<file path="src/rtl/dev_bridge_if.sv">
// CPU-side data port and peripheral register bus of dev_bridge, bundled with the IRQ lines.
// master = bridge view, slave = CPU/device environment view.
interface dev_bridge_if;
    logic        cpu_req;
    logic        cpu_we;
    logic [31:0] cpu_addr;
    logic [31:0] cpu_wd;
    logic [31:0] cpu_rd;
    logic        cpu_ready;
    logic        cpu_err;
    logic [31:0] dev_addr;
    logic [31:0] dev_wd;
    logic        dev0_we;
    logic        dev1_we;
    logic [31:0] dev0_rd;
    logic [31:0] dev1_rd;
    logic        dev0_irq;
    logic        dev1_irq;
    logic [3:0]  ext_irq;
    logic [5:0]  HWInt;

    modport master (
        input  cpu_req, cpu_we, cpu_addr, cpu_wd,
        output cpu_rd, cpu_ready, cpu_err,
        output dev_addr, dev_wd, dev0_we, dev1_we,
        input  dev0_rd, dev1_rd, dev0_irq, dev1_irq, ext_irq,
        output HWInt
    );

    modport slave (
        output cpu_req, cpu_we, cpu_addr, cpu_wd,
        input  cpu_rd, cpu_ready, cpu_err,
        input  dev_addr, dev_wd, dev0_we, dev1_we,
        output dev0_rd, dev1_rd, dev0_irq, dev1_irq, ext_irq,
        input  HWInt
    );
endinterface

</file>
<file path="src/rtl/dev_bridge.sv">
// CPU-to-peripheral register bus bridge with two decoded device windows and HWInt collection.
// Optional macro BRIDGE_IRQ_SYNC_EN: 2-flop synchronizer on ext_irq ahead of the HWInt register.
module dev_bridge #(
    parameter logic [31:0] DEV0_BASE = 32'h0000_7F00,
    parameter logic [31:0] DEV1_BASE = 32'h0000_7F10,
    parameter logic [31:0] DEV_SPAN  = 32'd16
) (
    input  logic         clk,
    input  logic         reset,
    dev_bridge_if.master bus
);

    typedef enum logic [1:0] {
        IDLE   = 2'd0,
        ACCESS = 2'd1,
        RESP   = 2'd2,
        ERR    = 2'd3
    } state_t;

    state_t      state_q, state_d;
    logic        we_q, we_d;
    logic        sel0_q, sel0_d;
    logic        sel1_q, sel1_d;
    logic [31:0] dev_addr_q, dev_addr_d;
    logic [31:0] dev_wd_q, dev_wd_d;
    logic [31:0] cpu_rd_q, cpu_rd_d;
    logic [5:0]  hwint_q, hwint_d;

    logic [31:0] off0, off1;
    logic        hit0, hit1, misaligned;

    // Unsigned wrap-around makes a single compare cover both window edges; dev0 wins on overlap.
    always_comb begin
        off0       = bus.cpu_addr - DEV0_BASE;
        off1       = bus.cpu_addr - DEV1_BASE;
        hit0       = (off0 < DEV_SPAN);
        hit1       = (off1 < DEV_SPAN) && !hit0;
        misaligned = (bus.cpu_addr[1:0] != 2'b00);
    end

    always_comb begin
        state_d    = state_q;
        we_d       = we_q;
        sel0_d     = sel0_q;
        sel1_d     = sel1_q;
        dev_addr_d = dev_addr_q;
        dev_wd_d   = dev_wd_q;
        cpu_rd_d   = cpu_rd_q;
        case (state_q)
            IDLE: begin
                if (bus.cpu_req) begin
                    we_d       = bus.cpu_we;
                    sel0_d     = hit0;
                    sel1_d     = hit1;
                    dev_addr_d = bus.cpu_addr;
                    dev_wd_d   = bus.cpu_wd;
                    // Cleared on acceptance so an ERR response reads back as 0.
                    cpu_rd_d   = 32'd0;
                    state_d    = (misaligned || !(hit0 || hit1)) ? ERR : ACCESS;
                end
            end
            ACCESS: begin
                if (we_q)        cpu_rd_d = 32'd0;
                else if (sel0_q) cpu_rd_d = bus.dev0_rd;
                else             cpu_rd_d = bus.dev1_rd;
                state_d = RESP;
            end
            RESP:    state_d = IDLE;
            ERR:     state_d = IDLE;
            default: state_d = IDLE;
        endcase
    end

    always_ff @(posedge clk or posedge reset) begin
        if (reset) begin
            state_q    <= IDLE;
            we_q       <= 1'b0;
            sel0_q     <= 1'b0;
            sel1_q     <= 1'b0;
            dev_addr_q <= 32'd0;
            dev_wd_q   <= 32'd0;
            cpu_rd_q   <= 32'd0;
        end else begin
            state_q    <= state_d;
            we_q       <= we_d;
            sel0_q     <= sel0_d;
            sel1_q     <= sel1_d;
            dev_addr_q <= dev_addr_d;
            dev_wd_q   <= dev_wd_d;
            cpu_rd_q   <= cpu_rd_d;
        end
    end

`ifdef BRIDGE_IRQ_SYNC_EN
    logic [3:0] ext_s1_q, ext_s1_d;
    logic [3:0] ext_s2_q, ext_s2_d;

    always_comb begin
        ext_s1_d = bus.ext_irq;
        ext_s2_d = ext_s1_q;
        hwint_d  = {ext_s2_q, bus.dev1_irq, bus.dev0_irq};
    end

    always_ff @(posedge clk or posedge reset) begin
        if (reset) begin
            ext_s1_q <= 4'd0;
            ext_s2_q <= 4'd0;
        end else begin
            ext_s1_q <= ext_s1_d;
            ext_s2_q <= ext_s2_d;
        end
    end
`else
    always_comb begin
        hwint_d = {bus.ext_irq, bus.dev1_irq, bus.dev0_irq};
    end
`endif

    always_ff @(posedge clk or posedge reset) begin
        if (reset) hwint_q <= 6'd0;
        else       hwint_q <= hwint_d;
    end

    // Strobes and handshake decode straight from registered state so reset drops them at once.
    always_comb begin
        bus.dev0_we   = (state_q == ACCESS) && we_q && sel0_q;
        bus.dev1_we   = (state_q == ACCESS) && we_q && sel1_q;
        bus.cpu_ready = (state_q == RESP) || (state_q == ERR);
        bus.cpu_err   = (state_q == ERR);
        bus.cpu_rd    = cpu_rd_q;
        bus.dev_addr  = dev_addr_q;
        bus.dev_wd    = dev_wd_q;
        bus.HWInt     = hwint_q;
    end

endmodule

</file>
<file path="src/flat_wrapper.sv">
// flat-port wrapper written by rule: the top's interface ports become plain ports
module dev_bridge_flat 
#(
    parameter logic [31:0] DEV0_BASE = 32'h0000_7F00,
    parameter logic [31:0] DEV1_BASE = 32'h0000_7F10,
    parameter logic [31:0] DEV_SPAN  = 32'd16
)
  (clk, reset, bus_cpu_req, bus_cpu_we, bus_cpu_addr, bus_cpu_wd, bus_cpu_rd, bus_cpu_ready, bus_cpu_err, bus_dev_addr, bus_dev_wd, bus_dev0_we, bus_dev1_we, bus_dev0_rd, bus_dev1_rd, bus_dev0_irq, bus_dev1_irq, bus_ext_irq, bus_HWInt);
  dev_bridge_if bus_i ();
  input  logic clk;
  input  logic reset;
  input wire logic [$bits(bus_i.cpu_req)-1:0] bus_cpu_req;
  input wire logic [$bits(bus_i.cpu_we)-1:0] bus_cpu_we;
  input wire logic [$bits(bus_i.cpu_addr)-1:0] bus_cpu_addr;
  input wire logic [$bits(bus_i.cpu_wd)-1:0] bus_cpu_wd;
  output wire logic [$bits(bus_i.cpu_rd)-1:0] bus_cpu_rd;
  output wire logic [$bits(bus_i.cpu_ready)-1:0] bus_cpu_ready;
  output wire logic [$bits(bus_i.cpu_err)-1:0] bus_cpu_err;
  output wire logic [$bits(bus_i.dev_addr)-1:0] bus_dev_addr;
  output wire logic [$bits(bus_i.dev_wd)-1:0] bus_dev_wd;
  output wire logic [$bits(bus_i.dev0_we)-1:0] bus_dev0_we;
  output wire logic [$bits(bus_i.dev1_we)-1:0] bus_dev1_we;
  input wire logic [$bits(bus_i.dev0_rd)-1:0] bus_dev0_rd;
  input wire logic [$bits(bus_i.dev1_rd)-1:0] bus_dev1_rd;
  input wire logic [$bits(bus_i.dev0_irq)-1:0] bus_dev0_irq;
  input wire logic [$bits(bus_i.dev1_irq)-1:0] bus_dev1_irq;
  input wire logic [$bits(bus_i.ext_irq)-1:0] bus_ext_irq;
  output wire logic [$bits(bus_i.HWInt)-1:0] bus_HWInt;
  assign bus_i.cpu_req = bus_cpu_req;
  assign bus_i.cpu_we = bus_cpu_we;
  assign bus_i.cpu_addr = bus_cpu_addr;
  assign bus_i.cpu_wd = bus_cpu_wd;
  assign bus_cpu_rd = bus_i.cpu_rd;
  assign bus_cpu_ready = bus_i.cpu_ready;
  assign bus_cpu_err = bus_i.cpu_err;
  assign bus_dev_addr = bus_i.dev_addr;
  assign bus_dev_wd = bus_i.dev_wd;
  assign bus_dev0_we = bus_i.dev0_we;
  assign bus_dev1_we = bus_i.dev1_we;
  assign bus_i.dev0_rd = bus_dev0_rd;
  assign bus_i.dev1_rd = bus_dev1_rd;
  assign bus_i.dev0_irq = bus_dev0_irq;
  assign bus_i.dev1_irq = bus_dev1_irq;
  assign bus_i.ext_irq = bus_ext_irq;
  assign bus_HWInt = bus_i.HWInt;
  dev_bridge #(.DEV0_BASE(DEV0_BASE), .DEV1_BASE(DEV1_BASE), .DEV_SPAN(DEV_SPAN)) u_core (.clk(clk), .reset(reset), .bus(bus_i));
endmodule
</file>
<file path="config.mk">
export PLATFORM = sky130hd
export DESIGN_NAME = dev_bridge_flat
export DESIGN_NICKNAME = d
export VERILOG_FILES = /design/src/rtl/dev_bridge_if.sv /design/src/rtl/dev_bridge.sv /design/src/flat_wrapper.sv
export SDC_FILE = /design/constraint.sdc
export NUM_CORES = 1
export LEC_CHECK = 0
export CORE_MARGIN = 10
export CORE_UTILIZATION = 45
export DETAILED_ROUTE_END_ITERATION = 7
export DONT_BUFFER_PORTS = 1
export PLACE_DENSITY_LB_ADDON = 0.15
export SLEW_MARGIN = 10
export SYNTH_ARGS = -nofsm -noshare
export SYNTH_HDL_FRONTEND = slang
export SYNTH_SLANG_ARGS = --single-unit
</file>
<file path="constraint.sdc">
create_clock -name clk -period 7.34 [get_ports clk]
set_input_delay 1.468 -clock clk [delete_from_list [all_inputs] [get_ports clk]]
set_output_delay 1.468 -clock clk [all_outputs]
set_load 0.03 [all_outputs]
</file>
==> results.txt <==
Run status: finished clean
Reg-to-reg startpoint: u_core.state_q[1]
Total Die Area: 14500 sq um
Maximum number of pins on one net before global-route repair: 59
Compound-gate portion of the synthesized area: 5.73%
Average detailed-routed wire length per instance: 24.8 microns
Die span in y: 120 microns
Total length of routed wires: 12.1 mm
Number of gates given a new drive strength after cts: 0
Gr ovfl total: 0
Adder-Cell Fraction of Synth Area: 0.220%
Placeable core region: 9820 sq um
Final count of hold timing violations: 0
Detailed router's first-iteration violation count: 205
Launching element of the worst setup path: u_core.sel0_q
Number of buffers and inverters on the critical path: 0
Pre-Repair DR Iteration Count: 4
Cell type group with the largest total delay on the critical path: flip-flops
Synthesized instance count: 355
Global-route usage over all layers: 15.8%
Worst Clk Skew: 0.00681 ns
Total power: 2.25 mW
Ant diodes: 0
CTS tree: done
Period utilisation layout: 44.9%
Power density over cell area: 464 nW/um^2
Count of pins on the block boundary: 244
Fraction of layout instances using a drive strength above 1: 27.2%
Number of sinks driven by the clock tree: 107
Smallest setup slack after layout: 4.04 ns
Critical register-to-register path endpoint: u_core.bus.cpu_rd[8]
Final-layout setup total negative slack: 0 ns
Combinational fraction of design power: 17.0%
Number of global-route vias before repair: 2974
End point of the most critical hold path: u_core.we_q
Startpoint of the tightest hold check path: u_core.we_q
FMAX: 303 MHz
Port bufs: 0
Sequential cell fraction of total power: 68.8%
Residual antenna-violating net count after detailed routing: 0
Detailed placement HPWL: 9.39 mm
Average size of a mapped cell: 12.8 sq um
Net Sw Power: 1.07 mW
Xor-xnor portion of the synthesized cell area: 0.386%
Worst Hold Class: register to register
Synth Cell Area: 4540 sq um
Capturing element type of the critical path: output pin
Post-synthesis simple-gate area fraction: 9.09%
Max clock buf depth: 2
Starting density of the core: 46.3%
Worst hold path cell count: 1
RSZ-0062 raised after global routing: false
Worst hold slack: 0.540 ns
Pre-CTS worst setup slack: 3.90 ns
Sw Ratio: 47.6%
Final estimated routing congestion in global placement: 0.837
CP cell instances: and3_1
Crit path DAT: 1.83 ns
Post-Syn Nets: 493
Number of hold buffers added after CTS: 0
Setup bufs post-CTS: 0
Number of synthesis warnings: 0
Horizontal die dimension: 120 microns
Clock Latency Late Sink: 0.36 ns
Number of storage elements in the synthesis netlist: 107
Cell at the slowest stage of the critical path: dfrtp_2
Layout Nets: 487
Number of endpoints failing setup at the final stage: 0
Worst Tran Pin Value: 0.955 ns
Reg2Reg Depth: 3
Static power due to leakage: 1.93 nW
Inserted Clock Buffers: 9
Share of synthesized area occupied by flip-flops and latches: 58.9%
# H-tree levels: 3
WP data required: 5.87 ns
Wire length of the first global-routing pass: 18.1 mm
Final cell utilization of the core: 49.3%
Clock slew seen by the registers of the worst setup and hold paths: 0.09 ns
Master cell of the clock root buffer: clkbuf_8
Number of antenna violations at the first check in global routing: 0
Highest net fanout along the worst path: 34
Maximum VDD drop: 0.000224 V
Layout area overhead: 6.55%
Longest individual stage delay on the worst path: 0.97 ns
Largest family of logic cells by synthesized area: multiplexers
Avg Vias per Cell: 5.67
Reported max-cap violation count: 0
Via count of the routed design: 2754
Startpoint-to-endpoint class of the critical path: register to output pin
Number of remaining DRC errors: 0
Fraction of synthesized area in multiplexers: 23.7%
Cell internal power dissipation: 1.18 mW
Placement Rows: 36
Max_slew headroom: 36.3%
Part of the power in the clock network: 14.2%
Post-layout minimum cycle time: 3.30 ns
R2R Setup Slk: 5.41 ns
Crit start category: register
Max Transition Viols Final: 0
Count of different cell masters after synthesis: 39
-- flip-flops by register name, indices dropped and copies added (netlist names) --
signal and cells:
u_core.we_q 1, u_core.bus.cpu_rd 32, u_core.sel1_q 1, u_core.sel0_q 1, u_core.bus.HWInt 6, u_core.bus.dev_wd 32, u_core.bus.dev_addr 32, u_core.state_q 2
-- worst max-delay path by stage --
stage                               end  cells past startpoint  slack, ns
floorplan           u_core.bus.HWInt[0]                      1       3.05
global placement      u_core.state_q[1]                      7       3.92
detailed placement    u_core.state_q[1]                      7       3.90
CTS                         bus_dev0_we                      1       3.98
global route                bus_dev0_we                      1       3.95
finish                      bus_dev0_we                      1       4.04
-- cells in the mapped netlist --
library cell / instances / area share [%]
nand4b_1: 1 / 0.19
a311o_1: 1 / 0.22
mux2i_1: 32 / 7.1
and2_1: 2 / 0.28
o311a_1: 1 / 0.22
dfrtp_1: 107 / 59
a21boi_0: 1 / 0.17
inv_1: 3 / 0.25
or4_4: 2 / 0.50
clkbuf_1: 18 / 1.5
nor2_1: 4 / 0.33
nor3_1: 2 / 0.22
and3b_2: 1 / 0.22
a21o_1: 1 / 0.17
nor4b_1: 1 / 0.19
nor3b_1: 1 / 0.17
maj3_1: 1 / 0.22
nand2b_1: 1 / 0.14
o21ai_1: 2 / 0.22
nand3b_1: 1 / 0.17
o2bb2ai_1: 1 / 0.19
xor2_1: 1 / 0.19
o21ai_0: 34 / 3.7
nand4_1: 4 / 0.55
or4_1: 2 / 0.33
nor2b_1: 1 / 0.14
nand3_1: 6 / 0.66
o31ai_1: 2 / 0.33
a21oi_1: 1 / 0.11
mux2_2: 67 / 17
and4_1: 1 / 0.19
nor4_1: 5 / 0.69
nand2_1: 35 / 2.9
and3_1: 3 / 0.41
a2111oi_0: 1 / 0.19
o21bai_1: 1 / 0.17
buf_1: 3 / 0.25
xnor2_1: 1 / 0.19
nor4_2: 3 / 0.83
-- per-stage QoR --
stage,instances,area (sq um)
3_5_place_dp,471,4670
5_1_grt,486,4840
6_report,486,4840
2_1_floorplan,355,4540
4_1_cts,486,4840
3_3_place_gp,471,4670
-- power groups by stage --
stage               Combinational (mW)  Clock, mW  Sequential (mW)
floorplan                        0.339          0             1.47
global placement                 0.374          0             1.57
detailed placement               0.393          0             1.57
CTS                              0.390      0.330             1.56
global route                     0.428      0.353             1.59
finish                           0.382      0.319             1.55
-- placed cells by master (no fill, tap or decap), types with 3 or more instances in the layout --
master | synthesis | final
and3_1 | 3 | 3
buf_4 | 0 | 4
clkbuf_8 | 0 | 10
clkinv_2 | 0 | 3
dfrtp_1 | 107 | 106
mux2_2 | 67 | 67
mux2i_1 | 32 | 32
nand2_1 | 35 | 35
nand3_1 | 6 | 6
nand4_1 | 4 | 4
nor2_1 | 4 | 4
nor4_1 | 5 | 5
nor4_2 | 3 | 3
o21ai_0 | 34 | 34
-- final cells by class --
cell class | instances | area, sq um
multi-input cells | 224 | 1780
fillers | 933 | 4980
well taps | 133 | 166
repair buffers | 4 | 30.0
clock inverters | 5 | 30.0
inverters | 3 | 13.8
flip-flops and latches | 107 | 2680
clock buffers | 10 | 138
-- logic make-up after synthesis --
group / count (synthesis)
flip-flops: 107
AND/OR/NAND/NOR: 76
adder cells (fa/ha/maj): 1
AO/OA/AOI/OAI: 46
XOR/XNOR: 2
multiplexers: 99
buffers and inverters: 24
-- layer usage --
metal	track usage, %	vias up	routed length [microns]
li1	-	1260	-
met1	16.8	1324	4280
met2	24.9	155	5840
met3	10.0	15	1760
met4	6.03	0	192
met5	0	-	0
Power figures use the tool's default switching activity.
